$ cat src/rtl/cpu_phase_sequencer.sv
// Multi-cycle phase sequencer for the RV32I core: FETCH, DECODE, EXECUTE, MEMORY and WRITEBACK.
// Owns the shared memory port; strobes are decoded from the phase plus the class latched in DECODE.
module cpu_phase_sequencer #(
  parameter int unsigned INSTRET_W = 32
) (
  input  logic                 clk,
  input  logic                 rst_n,
  input  logic [9:0]           code,
  input  logic [2:0]           funct3,
  input  logic                 EQ,
  input  logic                 LS,
  input  logic                 LU,
  input  logic                 mem_ack,
  output logic                 mem_req,
  output logic                 mem_we,
  output logic                 addr_sel,
  output logic                 insn_we,
  output logic                 rd_we,
  output logic                 pc_we,
  output logic                 pc_next_sel,
  output logic                 pc_alu_sel,
  output logic [2:0]           phase,
  output logic                 halted,
  output logic [INSTRET_W-1:0] instret
);

  localparam int unsigned CODE_W = 10;
  localparam int unsigned F3_W   = 3;

  localparam int unsigned C_LUI    = 0;
  localparam int unsigned C_AUIPC  = 1;
  localparam int unsigned C_JAL    = 2;
  localparam int unsigned C_JALR   = 3;
  localparam int unsigned C_BRANCH = 4;
  localparam int unsigned C_LOAD   = 5;
  localparam int unsigned C_STORE  = 6;
  localparam int unsigned C_OPIMM  = 7;
  localparam int unsigned C_OP     = 8;

  typedef enum logic [2:0] {
    ST_IDLE      = 3'd0,
    ST_FETCH     = 3'd1,
    ST_DECODE    = 3'd2,
    ST_EXECUTE   = 3'd3,
    ST_MEMORY    = 3'd4,
    ST_WRITEBACK = 3'd5,
    ST_TRAP      = 3'd6
  } state_e;

  state_e                state_q;
  state_e                state_d;
  logic [F3_W-1:0]       f3_q;
  logic                  is_auipc_q;
  logic                  is_jal_q;
  logic                  is_jalr_q;
  logic                  is_branch_q;
  logic                  is_load_q;
  logic                  is_store_q;
  logic                  writes_rd_q;
  logic                  taken_q;
  logic                  taken_c;
  logic                  onehot_c;
  logic                  bad_branch_c;
  logic                  legal_c;
  logic [INSTRET_W-1:0]  instret_q;

  // Legality: exactly one class bit, and no branch with the reserved funct3 010/011.
  always_comb begin
    onehot_c     = (code != '0) && ((code & (code - CODE_W'(1))) == '0);
    bad_branch_c = code[C_BRANCH] && (funct3[2:1] == 2'b01);
    legal_c      = onehot_c && !bad_branch_c;
  end

  // Branch condition from the latched funct3 and the live ALU flags.
  always_comb begin
    taken_c = 1'b0;
    case (f3_q)
      3'b000:  taken_c = EQ;
      3'b001:  taken_c = !EQ;
      3'b100:  taken_c = LS;
      3'b101:  taken_c = !LS;
      3'b110:  taken_c = LU;
      3'b111:  taken_c = !LU;
      default: taken_c = 1'b0;
    endcase
  end

  always_ff @(posedge clk or negedge rst_n) begin
    if (!rst_n) begin
      state_q <= ST_IDLE;
    end else begin
      state_q <= state_d;
    end
  end

  // Instruction class captured once in DECODE so later phases do not depend on the IR.
  always_ff @(posedge clk or negedge rst_n) begin
    if (!rst_n) begin
      f3_q        <= '0;
      is_auipc_q  <= 1'b0;
      is_jal_q    <= 1'b0;
      is_jalr_q   <= 1'b0;
      is_branch_q <= 1'b0;
      is_load_q   <= 1'b0;
      is_store_q  <= 1'b0;
      writes_rd_q <= 1'b0;
    end else if (state_q == ST_DECODE) begin
      f3_q        <= funct3;
      is_auipc_q  <= code[C_AUIPC];
      is_jal_q    <= code[C_JAL];
      is_jalr_q   <= code[C_JALR];
      is_branch_q <= code[C_BRANCH];
      is_load_q   <= code[C_LOAD];
      is_store_q  <= code[C_STORE];
      writes_rd_q <= code[C_LUI] | code[C_AUIPC] | code[C_JAL] | code[C_JALR] |
                     code[C_LOAD] | code[C_OPIMM] | code[C_OP];
    end
  end

  always_ff @(posedge clk or negedge rst_n) begin
    if (!rst_n) begin
      taken_q <= 1'b0;
    end else if (state_q == ST_EXECUTE) begin
      taken_q <= is_branch_q & taken_c;
    end
  end

  always_ff @(posedge clk or negedge rst_n) begin
    if (!rst_n) begin
      instret_q <= '0;
    end else if (state_q == ST_WRITEBACK) begin
      instret_q <= instret_q + INSTRET_W'(1);
    end
  end

  // Next state and Moore-decoded strobes; insn_we alone is qualified by mem_ack.
  always_comb begin
    state_d     = state_q;
    mem_req     = 1'b0;
    mem_we      = 1'b0;
    addr_sel    = 1'b0;
    insn_we     = 1'b0;
    rd_we       = 1'b0;
    pc_we       = 1'b0;
    pc_next_sel = 1'b0;
    pc_alu_sel  = 1'b0;
    halted      = 1'b0;
    case (state_q)
      ST_IDLE: state_d = ST_FETCH;
      ST_FETCH: begin
        mem_req = 1'b1;
        insn_we = mem_ack;
        if (mem_ack) state_d = ST_DECODE;
      end
      ST_DECODE: state_d = legal_c ? ST_EXECUTE : ST_TRAP;
      ST_EXECUTE: begin
        pc_alu_sel = is_auipc_q | is_jal_q;
        state_d    = (is_load_q | is_store_q) ? ST_MEMORY : ST_WRITEBACK;
      end
      ST_MEMORY: begin
        mem_req  = 1'b1;
        addr_sel = 1'b1;
        mem_we   = is_store_q;
        if (mem_ack) state_d = ST_WRITEBACK;
      end
      ST_WRITEBACK: begin
        pc_we       = 1'b1;
        rd_we       = writes_rd_q;
        pc_next_sel = is_jal_q | is_jalr_q | (is_branch_q & taken_q);
        pc_alu_sel  = is_branch_q | is_jal_q;
        state_d     = ST_FETCH;
      end
      ST_TRAP: halted = 1'b1;
      default: state_d = ST_IDLE;
    endcase
  end

  assign phase   = state_q;
  assign instret = instret_q;

endmodule

$ cat config.mk
export PLATFORM = sky130hd
export DESIGN_NAME = cpu_phase_sequencer
export DESIGN_NICKNAME = d
export VERILOG_FILES = /design/src/rtl/cpu_phase_sequencer.sv
export SDC_FILE = /design/constraint.sdc
export NUM_CORES = 1
export LEC_CHECK = 0
export BUFFER_PORTS_ARGS = -buffer_cell sky130_fd_sc_hd__buf_2
export CELL_PAD_IN_SITES_DETAIL_PLACEMENT = 0
export CELL_PAD_IN_SITES_GLOBAL_PLACEMENT = 1
export CORE_ASPECT_RATIO = 0.7
export CORE_UTILIZATION = 39
export DETAILED_ROUTE_END_ITERATION = 7
export PLACE_DENSITY = 0.81
export SYNTH_ARGS = -nofsm -noshare
export SYNTH_HDL_FRONTEND = slang
export SYNTH_SLANG_ARGS = --single-unit
$ cat constraint.sdc
create_clock -name clk -period 1.9 [get_ports clk]
set_input_delay 0.285 -clock clk [delete_from_list [all_inputs] [get_ports clk]]
set_output_delay 0.285 -clock clk [all_outputs]
set_load 0.005 [all_outputs]
**Yosys cells after proc, flatten, opt, wreduce, memory -nomap -nowiden**

Cells that the tools add are included.

- Register bits after elaboration: 46
- Bits in latches: 0
- Memory bits (writable): 0
- Memory bits (read-only): 0
- Output and inout bits: 44
- Logic and storage cells: 71
- Memories: 0

- $add $sub $neg: 2
- Multipliers: 0
- Divide/modulo/power cells: 0
- $lt $le $gt $ge: 0
- Equal/unequal tests: 14
- Shift-type cells: 0
- Muxes and demuxes: 15
- Bitwise logic cells: 15
- Reduce and logical (&&, ||, !) cells: 14

Operator list:

| kind | number |
|---|---|
| $add A32 B1 Y32 const B | 1 |
| $eq A3 B3 Y1 const B | 7 |
| $pmux W3 S6 | 1 |
| $or A1 B1 Y1 | 11 |
| $and A10 B10 Y10 | 1 |
| $logic_not A10 Y1 | 1 |
| $reduce_bool A10 Y1 | 1 |
| $sub A10 B1 Y10 const B | 1 |
| $mux W1 | 9 |
| $mux W3 | 3 |
| $eq A3 B1 Y1 const B | 2 |
| $eq A3 B2 Y1 const B | 2 |
| $logic_not A3 Y1 | 2 |
| $pmux W1 S6 | 1 |
| $logic_not A1 Y1 | 4 |
| $ne A2 B2 Y1 const B | 2 |
| $reduce_or A2 Y1 | 2 |
| $logic_and A1 B1 Y1 | 3 |
| $reduce_and A3 Y1 | 1 |
| $and A1 B1 Y1 | 2 |
| $eq A2 B1 Y1 const B | 1 |
| $pmux W1 S2 | 1 |
| $not A1 Y1 | 1 |

**Logic depth before layout (Yosys ltp)**

- Depth in word-level cells: 7
- Mapped depth: 6
- Gate-level depth less buffers: 5

**Worst setup path before layout**

No wires, ideal clock.

- Path kind: reg-to-reg
- Start: register instret_q[10], in the netlist instret[10]
- End: register instret_q[27], in the netlist instret[27]
- Library setup time: 0.124 ns
- Data arrival time: 1.550 ns
- Required time: 1.776 ns
- Path slack: 0.225 ns
- Cell stages (with the launch flop): 6
- Clock period less this slack: 1.675 ns
- Path through: dfrtp_1 nand4_4 or4_4 nor2_4 nand4_1 xnor2_1

- Word-level cells in the longest chain between the ends: 1

RTL lines:

| element | RTL line | text |
|---|---|---|
| from (decl) | 65 | `logic [INSTRET_W-1:0] instret_q;` |
| from (signal assigned) | 132 | `instret_q <= instret_q + INSTRET_W'(1);` |
| $add A32 B1 Y32 | 132 |  |

No other way between the ends.
A chain may end at the register's enable or synchronous reset.

**Final worst setup path**

- Start: register state_q[1], in the netlist phase[1]
- End: output port pc_next_sel

- Word-level cells in the longest chain between the ends: 2

RTL lines:

| element | RTL line | text |
|---|---|---|
| from (decl) | 50 | `state_e state_q;` |
| from (signal assigned) | 92 | `state_q <= state_d;` |
| $eq A3 B3 Y1 | 148 | `case (state_q)` |
| $mux W1 | 148 |  |
| to (decl) | 20 | `output logic pc_next_sel,` |

No other way between the ends.

==> out/results.ini <==
[critical_path]
worst_setup_path_end_kind = primary output
start_kind = flip-flop
crit_type = flip-flop to primary output
reg2reg_depth = 5
worstPathArrival_ns = 1.51
crit_fanout = 7
critPathRequiredTime_ns = 1.62

[final_layout]
antenna_cells = 0
final_area_um2 = 2840
nFillCells = 526
drive_gt1_frac = 0.333
area_growth_pct = 25.2
final_cells = 360
fin_util = 0.524
multi_input_area_um2 = 1080
nNetsFinal = 307
seq_area_um2 = 1150

[floorplanning]
die_width_um = 93.2
rows = 22
start_util = 0.419
ios = 63
die_y_um = 65.8
die-area_um2 = 6140
core_area_um2 = 5420

[power]
p_int_w = 0.00145
combPwrFrac = 0.072
power_per_cell_area_nw_per_um2 = 659
power_frac_clock = 0.392
swShare = 0.228
ir_drop_uv = 251
seqPwrFrac = 0.536
leakage_nw = 1.45
switching_power_w = 0.000427

[flow_run]
cap_violations = 0

[grt]
grt_max_degree = 25
grt_pass1_vias = 1752
grt_usage = 0.172
grt_pass1_wl_mm = 8.18
grt_overflow = 0
antenna_found_initial = 0

[yosys]
synth_nets = 235
avgSynthCellArea_um2 = 10.6
async_flop_share = 1.00
synthTopCellsByCount = dfrtp_1 (46), nor2_1 (19), nand2_1 (18), xnor2_1 (17), xor2_1 (17)
yosysMostFrequentCell = dfrtp_1
ys_top_cells_by_area = dfrtp_1 (51%), xnor2_1 (6.6%), xor2_1 (6.6%)
synthCells = 215
synthFlopType = dfrtp_1
synth_top_area_cell = dfrtp_1
synth_seq_cells = 46
yosys.area.top_type_share = 0.507
netlist_area_um2 = 2270
yosysSeqAreaShare = 0.507
synth-edff-count = 0
synthDistinctLibCells = 39
yosysWarnings = 0

[routing]
drt_wl_total_mm = 4.85
via_count = 1835
drt_first_pass_iters = 4
wl_per_cell_um = 13.5
vias_per_cell = 5.10
drc_errors = 0
dr.first_iter.drc_count = 102
ant_nets = 0

[hold_path]
hold_depth = 2
hp-class = primary input to flip-flop

[timing]
finalSetupTns_ns = 0
final_hold_viol_count = 0
fmax_mhz = 558
setup_viol = 0
slew_headroom = 0.611
rsz0062_at_grt = no
slew_violations = 0
worst_pin_slew_ns = 0.583
min_period_ns = 1.79
min_period_over_period = 0.943
fin_skew_ns = 0.0117
worst_slack_ns = 0.109

[cts]
clock_sinks = 46
postCtsSetupRepairBufs = 0
cts_root_buf = clkbuf_8
cts_buffers = 5
cts.clk_slew.worst_paths_ns = 0.08
cts_tree = built
clk_latency_ns = 0.30
h-tree-depth = 2
clock_path_buffers = 2

[placement]
io_buffer_count = 62
place.gp.congestion = 0.736
hpwl_mm = 3.70
place_ws_ns = 0.150
place_area_um2 = 2720
dp_cells = 351

[outcome]
status = complete, no violations

[area by class of cell]
| cell class | instances | share of cell area |
|---|---|---|
| Sequential cell | 46 | 0.405 |
| Clock buffer | 5 | 0.0242 |
| Timing Repair Buffer | 70 | 0.136 |
| Clock inverter | 3 | 0.0158 |
| Multi-Input combinational cell | 158 | 0.379 |
| Tap cell | 72 | 0.0317 |
| Inverter | 6 | 0.00924 |
[flip-flops by register name, indices dropped and copies added, names as in the netlist]
register	flops
f3_q	3
instret	32
is_auipc_q	1
is_branch_q	1
is_jal_q	1
is_jalr_q	1
is_load_q	1
is_store_q	1
phase	3
taken_q	1
writes_rd_q	1
[per-stage QoR]
step	hold slack, ns	power (W)
finish	0.222	0.00187
floorplan	-0.0106	0.00108
CTS	0.212	0.00190
global route	0.227	0.00194
detailed placement	0.317	0.00116
global placement	0.314	0.00116
[per-layer routing]
layer | part of all wire | global-route usage | wire length [um]
met2 | 0.40 | 0.228 | 1940
met1 | 0.55 | 0.274 | 2680
met3 | 0.044 | 0.0448 | 214
met4 | 0.0029 | 0.0346 | 14
met5 | 0 | 0 | 0
[layout by cell type, fill, tap and decap left out, types with 4 or more instances in the layout]
cell type  instances
nand4_1            7
buf_4              6
buf_2             62
nand2_1           18
a21oi_1            4
nand3_1           12
mux2_2            10
o21ai_0            7
xor2_1            17
xnor2_1           17
nor3_1             7
nor2_1            19
nor4_1             4
inv_1              5
dfrtp_1           46
clkbuf_8           5
[power by group through the flow]
stage,combinational (W),clock (W),sequential (W)
2_1_floorplan,0.0000523,0,0.00102
3_3_place_gp,0.000132,0,0.00102
3_5_place_dp,0.000134,0,0.00102
4_1_cts,0.000136,0.000758,0.00100
5_1_grt,0.000156,0.000778,0.00101
6_report,0.000135,0.000734,0.00100
[kinds of logic (layout without fill, tap and decap cells)]
| family | after synthesis | after routing | share of synthesized area |
|---|---|---|---|
| muxes | 11 | 11 | 0.0540 |
| AOI/OAI and AO/OA | 22 | 22 | 0.0623 |
| and+or+nand+nor | 90 | 90 | 0.221 |
| xor gates and xnor gates | 34 | 34 | 0.131 |
| adders and majority gates | 1 | 1 | 0.00551 |
| buffers and inverters | 11 | 84 | 0.0193 |
| DFF | 46 | 46 | 0.507 |
[what timing repair did]
item                                   4_1_cts  5_1_grt
setup endpoints to repair                    0        1
hold buffers                                 1        0
gates resized for setup                      0        1
endpoints found under the hold margin       23        0
[worst max-delay path, cell delays in order, from the launching register on]
cell and delay (ns):
dfrtp_1 0.38, and3b_1 0.38, buf_4 0.21, nor2b_1 0.13, buf_2 0.12
[final timing paths]
path / from / endpoint / slack [ns]
max: phase[1] / pc_next_sel / 0.11
max in group asynchronous: rst_n / instret[0] / 0.86
min in group asynchronous: rst_n / instret[18] / 0.51
max reg2reg: instret[10] / instret[31] / 0.15
min: funct3[0] / f3_q[0] / 0.22
min reg2reg: instret[31] / instret[31] / 0.48
Note: power is estimated with default switching activity, not from simulation.
